[config.mk]
export PLATFORM = sky130hd
export DESIGN_NAME = reg_write_arbiter_flat
export DESIGN_NICKNAME = d
export VERILOG_FILES = /design/src/rtl/reg_write_arbiter_pkg.sv /design/src/rtl/reg_write_arbiter_if.sv /design/src/rtl/reg_write_arbiter_rr_priority_pick.sv /design/src/rtl/reg_write_arbiter.sv /design/src/flat_wrapper.sv
export SDC_FILE = /design/constraint.sdc
export NUM_CORES = 1
export LEC_CHECK = 0
export BUFFER_PORTS_ARGS = -buffer_cell sky130_fd_sc_hd__buf_4
export CORE_ASPECT_RATIO = 0.9
export CORE_MARGIN = 5
export CORE_UTILIZATION = 45
export CTS_CLUSTER_SIZE = 40
export DETAILED_ROUTE_END_ITERATION = 6
export HOLD_SLACK_MARGIN = 0.05
export PLACE_DENSITY = 0.84
export SYNTH_ARGS = -nofsm -noshare
export SYNTH_HDL_FRONTEND = slang
export SYNTH_SLANG_ARGS = --single-unit
[constraint.sdc]
create_clock -name clk -period 2 [get_ports clk]
set_input_delay 0.1 -clock clk [delete_from_list [all_inputs] [get_ports clk]]
set_output_delay 0.1 -clock clk [all_outputs]
set_load 0.01 [all_outputs]
[src/rtl/reg_write_arbiter_pkg.sv]
// Shared defaults and helpers for the round-robin register write arbiter.
package reg_write_arbiter_pkg;

  localparam int N_DEF     = 8;
  localparam int NREQ_DEF  = 4;
  localparam int DEPTH_DEF = 4;
  localparam int AW_DEF    = 2;
  localparam int CW_DEF    = 8;

  // Default saturation ceiling of the grant counter (2^CW - 1).
  localparam int GRANT_CNT_MAX = (1 << CW_DEF) - 1;

  // Index to one-hot; callers keep the low bits they need (up to 16 targets).
  function automatic logic [15:0] onehot16(input logic [3:0] idx);
    onehot16 = 16'd1 << idx;
  endfunction

endpackage

[src/rtl/reg_write_arbiter_if.sv]
// Requester-side and bank-side signals shared between the arbiter and its neighbours.
interface reg_write_arbiter_if
  import reg_write_arbiter_pkg::*;
#(
  parameter int N     = N_DEF,
  parameter int NREQ  = NREQ_DEF,
  parameter int DEPTH = DEPTH_DEF,
  parameter int AW    = AW_DEF,
  parameter int CW    = CW_DEF
) ();

  logic [NREQ-1:0]    req;
  logic [NREQ*AW-1:0] addr;
  logic [NREQ*N-1:0]  wdata;
  logic [NREQ-1:0]    gnt;
  logic [DEPTH-1:0]   en;
  logic [N-1:0]       d;
  logic [CW-1:0]      grant_cnt;
  logic               busy;

  modport master (
    output req, addr, wdata,
    input  gnt, en, d, grant_cnt, busy
  );

  modport slave (
    input  req, addr, wdata,
    output gnt, en, d, grant_cnt, busy
  );

endinterface

[src/rtl/reg_write_arbiter_rr_priority_pick.sv]
// Combinational round-robin pick: first eligible index at or after ptr, wrapping.
module rr_priority_pick #(
  parameter int NREQ = 4,
  parameter int PW   = 2
) (
  input  logic [NREQ-1:0] elig,
  input  logic [PW-1:0]   ptr,
  output logic [PW-1:0]   win,
  output logic            valid
);

  // Scan from the farthest offset back to ptr so the closest eligible index wins.
  always_comb begin
    int sum_s;
    int idx_s;
    win   = '0;
    valid = 1'b0;
    sum_s = 0;
    idx_s = 0;
    for (int k = NREQ - 1; k >= 0; k--) begin
      sum_s = int'(ptr) + k;
      idx_s = (sum_s >= NREQ) ? (sum_s - NREQ) : sum_s;
      win   = elig[idx_s] ? PW'(idx_s) : win;
      valid = valid | elig[idx_s];
    end
  end

endmodule

[src/rtl/reg_write_arbiter.sv]
// Round-robin write arbiter driving a shared register bank's one-hot enable and data bus.
module reg_write_arbiter
  import reg_write_arbiter_pkg::*;
#(
  parameter int N     = N_DEF,
  parameter int NREQ  = NREQ_DEF,
  parameter int DEPTH = DEPTH_DEF,
  parameter int AW    = AW_DEF,
  parameter int CW    = CW_DEF
) (
  input  logic            clk,
  input  logic            reset,
  reg_write_arbiter_if.slave bus
);

  localparam int PW = (NREQ > 1) ? $clog2(NREQ) : 1;
  localparam logic [CW-1:0] CNT_MAX = {CW{1'b1}};

  logic [NREQ-1:0]  gnt_r;
  logic [DEPTH-1:0] en_r;
  logic [N-1:0]     d_r;
  logic [CW-1:0]    cnt_r;
  logic [PW-1:0]    ptr_r;

  logic [NREQ-1:0]  elig_s;
  logic [PW-1:0]    win_s;
  logic             win_vld_s;
  logic [AW-1:0]    waddr_s;
  logic [15:0]      gnt_oh_s;
  logic [15:0]      en_oh_s;
  logic [NREQ-1:0]  gnt_next_s;
  logic [DEPTH-1:0] en_next_s;
  logic [N-1:0]     d_next_s;
  logic [PW-1:0]    ptr_next_s;
  logic [CW-1:0]    cnt_next_s;

  // Last cycle's grant is masked so a held request is never granted twice.
  assign elig_s = bus.req & ~gnt_r;

  rr_priority_pick #(
    .NREQ (NREQ),
    .PW   (PW)
  ) u_pick (
    .elig  (elig_s),
    .ptr   (ptr_r),
    .win   (win_s),
    .valid (win_vld_s)
  );

  // Next-state values for grant, enable, data, pointer and counter.
  always_comb begin
    waddr_s    = bus.addr[int'(win_s)*AW +: AW];
    d_next_s   = bus.wdata[int'(win_s)*N +: N];
    gnt_oh_s   = onehot16(4'(win_s));
    en_oh_s    = onehot16(4'(waddr_s));
    gnt_next_s = '0;
    en_next_s  = '0;
    if (win_vld_s) begin
      gnt_next_s = gnt_oh_s[NREQ-1:0];
      en_next_s  = en_oh_s[DEPTH-1:0];
    end else begin
      gnt_next_s = '0;
      en_next_s  = '0;
    end
    if (int'(win_s) == NREQ - 1) begin
      ptr_next_s = '0;
    end else begin
      ptr_next_s = win_s + PW'(1);
    end
    if (cnt_r == CNT_MAX) begin
      cnt_next_s = cnt_r;
    end else begin
      cnt_next_s = cnt_r + CW'(1);
    end
  end

  // Output, pointer and counter registers; d and ptr hold when nothing is granted.
  always_ff @(posedge clk or negedge reset) begin
    if (!reset) begin
      gnt_r <= '0;
      en_r  <= '0;
      d_r   <= '0;
      cnt_r <= '0;
      ptr_r <= '0;
    end else begin
      gnt_r <= gnt_next_s;
      en_r  <= en_next_s;
      if (win_vld_s) begin
        d_r   <= d_next_s;
        ptr_r <= ptr_next_s;
        cnt_r <= cnt_next_s;
      end
    end
  end

  assign bus.gnt       = gnt_r;
  assign bus.en        = en_r;
  assign bus.d         = d_r;
  assign bus.grant_cnt = cnt_r;
  assign bus.busy      = |elig_s;

endmodule

[src/flat_wrapper.sv]
// flat-port wrapper written by rule: the top's interface ports become plain ports
module reg_write_arbiter_flat import reg_write_arbiter_pkg::*;
#(
  parameter int N     = N_DEF,
  parameter int NREQ  = NREQ_DEF,
  parameter int DEPTH = DEPTH_DEF,
  parameter int AW    = AW_DEF,
  parameter int CW    = CW_DEF
)
  (clk, reset, bus_req, bus_addr, bus_wdata, bus_gnt, bus_en, bus_d, bus_grant_cnt, bus_busy);
  reg_write_arbiter_if #(.N(N), .NREQ(NREQ), .DEPTH(DEPTH), .AW(AW), .CW(CW)) bus_i ();
  input  logic clk;
  input  logic reset;
  input wire logic [$bits(bus_i.req)-1:0] bus_req;
  input wire logic [$bits(bus_i.addr)-1:0] bus_addr;
  input wire logic [$bits(bus_i.wdata)-1:0] bus_wdata;
  output wire logic [$bits(bus_i.gnt)-1:0] bus_gnt;
  output wire logic [$bits(bus_i.en)-1:0] bus_en;
  output wire logic [$bits(bus_i.d)-1:0] bus_d;
  output wire logic [$bits(bus_i.grant_cnt)-1:0] bus_grant_cnt;
  output wire logic [$bits(bus_i.busy)-1:0] bus_busy;
  assign bus_i.req = bus_req;
  assign bus_i.addr = bus_addr;
  assign bus_i.wdata = bus_wdata;
  assign bus_gnt = bus_i.gnt;
  assign bus_en = bus_i.en;
  assign bus_d = bus_i.d;
  assign bus_grant_cnt = bus_i.grant_cnt;
  assign bus_busy = bus_i.busy;
  reg_write_arbiter #(.N(N), .NREQ(NREQ), .DEPTH(DEPTH), .AW(AW), .CW(CW)) u_core (.clk(clk), .reset(reset), .bus(bus_i));
endmodule
==> results.yml <==
logic_synthesis:
  avgSynthCellArea_um2: 9.41
  synth_edf_count: 0
  yosysWarnings: 0
  synth-compound-area-share: 0.173
  synthXorXnorAreaFrac: 0.0276
  ys.flop_type: "dfrtp_1"
  synth_seq_cells: 26
  syn_nets: 253
  synth-seq-area-share: 0.342
  synth_top_family_by_area: "simple AND/OR/NAND/NOR gates"
  syn-cell-area_um2: 1900
  muxShareOfSynthArea: 0.0994
  synthAdderAreaFrac: 0.0329
  ys_types: 44
  synth-async-reset-ratio: 1.00
  synth_cells: 202
  synth_simple_gate_area_frac: 0.259
worst_setup_path:
  slowest_stage: "dfrtp_1"
  cp_data_arrival_time_ns: 2.09
  reg2reg_to: "u_core.bus.en[3]$_DFF_PN0_"
  crit_fanout: 18
  worstReg2RegStart: "u_core.bus.gnt[0]$_DFF_PN0_"
  endpoint: "u_core.bus.en[3]$_DFF_PN0_"
  path_cells: "and3b_4 > nor3_2 > o22a_1 > inv_8 > mux2_1 > o22ai_1"
  end_kind: "flop"
  startpoint: "u_core.bus.gnt[0]$_DFF_PN0_"
  start_kind: "flop"
  slowest_delay_ns: 0.41
  critPathKind: "reg -> reg"
  r2r_cells: 6
  cp.required_ns: 2.20
  r2r_slack_ns: 0.10
sta:
  rsz0062_at_grt: "no"
  final.setup_skew_ns: 0.00251
  worst_slack_ns: 0.103
  slew_violations: 0
  max_freq_ghz: 0.527
  finalSetupViolations: 0
  worst_pin_slew_ns: 0.423
  setup_tns_ns: 0
  period_share: 0.948
  relSlewSlack: 0.718
  fin_crit_ns: 1.90
  hold_viol: 0
routing:
  vias_per_cell: 5.58
  dr.pass1.iters: 4
  drtIter0Drc: 181
  routed-via-count: 1814
  wl_per_cell_um: 15.6
  wl_um: 5070
  drc: 0
  ant_nets: 0
global_routing:
  antenna_found_initial: 0
  grt_pass1_wl_um: 8420
  grt.overflow.total: 0
  grtUsageTotal: 0.186
  grt_pass1_vias: 1729
  grt_max_degree: 27
job:
  max_cap_viol_count: 0
clock_network:
  post_cts_resized: 0
  numCtsBuffers: 3
  cts.sinks: 26
  clk_latency_ns: 0.27
  cts_tree: "built"
  clkSlewWorstSetupHoldPaths_ns: 0.09
  htreeDepth: 1
  clock_path_buffers: 2
  root_buffer: "clkbuf_8"
pwr:
  powerDensity_nw_per_um2: 1330
  ir_drop_uv: 528
  leakagePower_nw: 1.23
  report.power.total_mw: 3.38
finish:
  final_cell_mix: "buf_4 (81), dfrtp_1 (26), nand2_1 (15), mux2i_1 (14)"
  fin_util: 0.623
  syn_to_final_growth_pct: 33.6
  antenna_cells: 0
  layout_commonest_cell: "buf_4"
  fin_area_um2: 2540
  layout.nets: 330
  nFillCells: 344
  drive_above_1_share: 0.372
floorplan:
  rows: 22
  die_x_um: 78.5
  io_pins: 71
  start_util: 0.467
  die_y_um: 71.7
  coreArea_um2: 4070
  dieArea_um2: 5630
placed_design:
  dp_slack_ns: 0.0961
  place_area_um2: 2490
  place.gp.congestion: 0.850
  io_buffers: 70
  dp_hpwl_um: 3970
min_path:
  hold_path.class: "in -> reg"
run_status:
  status: "finished clean"
power by group:
group | total, mW | internal, mW | switching, mW
Combinational | 2.11 | 1.06 | 1.05
Clock | 0.295 | 0.135 | 0.160
Sequential | 0.976 | 0.773 | 0.202
Total | 3.38 | 1.97 | 1.41
sequential cells by signal (all words and copies together) (netlist names):
name / cells
u_core.bus.d: 8
u_core.bus.gnt: 4
u_core.bus.en: 4
u_core.bus.grant_cnt: 8
u_core.ptr_r: 2
how the worst min path moves through the flow:
| stage | cells after the start | slack [ns] | startpoint | endpoint |
|---|---|---|---|---|
| 4_1_cts | 4 | 0.21 | bus_addr[5] | u_core.bus.en[0]$_DFF_PN0_ |
| 6_report | 4 | 0.21 | bus_addr[5] | u_core.bus.en[1]$_DFF_PN0_ |
| 3_3_place_gp | 1 | 0.02 | reset | u_core.bus.d[0]$_DFFE_PN0P_ |
| 3_5_place_dp | 1 | 0.03 | reset | u_core.bus.d[0]$_DFFE_PN0P_ |
| 5_1_grt | 4 | 0.23 | bus_addr[5] | u_core.bus.en[1]$_DFF_PN0_ |
| 2_1_floorplan | 0 | -0.20 | reset | u_core.bus.d[0]$_DFFE_PN0P_ |
layout make-up:
type	count	area, um2	share of cell area
well taps	48	60.1	0.0236
clock buffers	3	41.3	0.0163
repair buffers	82	618	0.243
inverters	10	45.0	0.0177
flip-flops and latches	26	651	0.256
multi-input cells	156	1120	0.443
timing repair:
action / in CTS / in global routing
hold buffers: 1 / 0
setup buffers: 0 / 0
hold endpoints to repair: 26 / 0
metrics by stage:
| stage | hold WS [ns] | cells |
|---|---|---|
| 4_1_cts | 0.206 | 325 |
| 2_1_floorplan | -0.196 | 202 |
| 5_1_grt | 0.231 | 325 |
| 6_report | 0.211 | 325 |
| 3_5_place_dp | 0.0316 | 321 |
| 3_3_place_gp | 0.0244 | 321 |
critical path: cells and delay by family, from the launching register on:
kind                   cells  cell delay (ns)
AOI/OAI and AO/OA          2             0.43
muxes                      1             0.34
buffers and inverters      1             0.17
and+or+nand+nor            2             0.47
DFF                        1             0.41
cell families after synthesis:
kind of cell,after synthesis
adder cells (fa/ha/maj),5
AO/OA/AOI/OAI,44
multiplexers,18
XOR/XNOR,6
flip-flops,26
buffers and inverters,20
AND/OR/NAND/NOR,83
Yosys cell counts, drive strengths merged, types with 7 or more instances:
| cell | count | area share |
|---|---|---|
| o21ai | 12 | 0.038 |
| nand3 | 11 | 0.032 |
| a31oi | 10 | 0.033 |
| nor4 | 8 | 0.026 |
| nand4 | 11 | 0.036 |
| inv | 10 | 0.024 |
| dfrtp | 26 | 0.34 |
| buf | 7 | 0.036 |
| nor2 | 8 | 0.016 |
| nand2 | 15 | 0.030 |
| o221a | 8 | 0.047 |
| mux2i | 14 | 0.074 |
| nor2b | 11 | 0.036 |
layer usage:
metal,wire length [um],GRT usage
met5,0,0
met4,58,0.0524
met3,441,0.0352
met2,2370,0.300
met1,2200,0.255
Power figures use the tool's default switching activity.
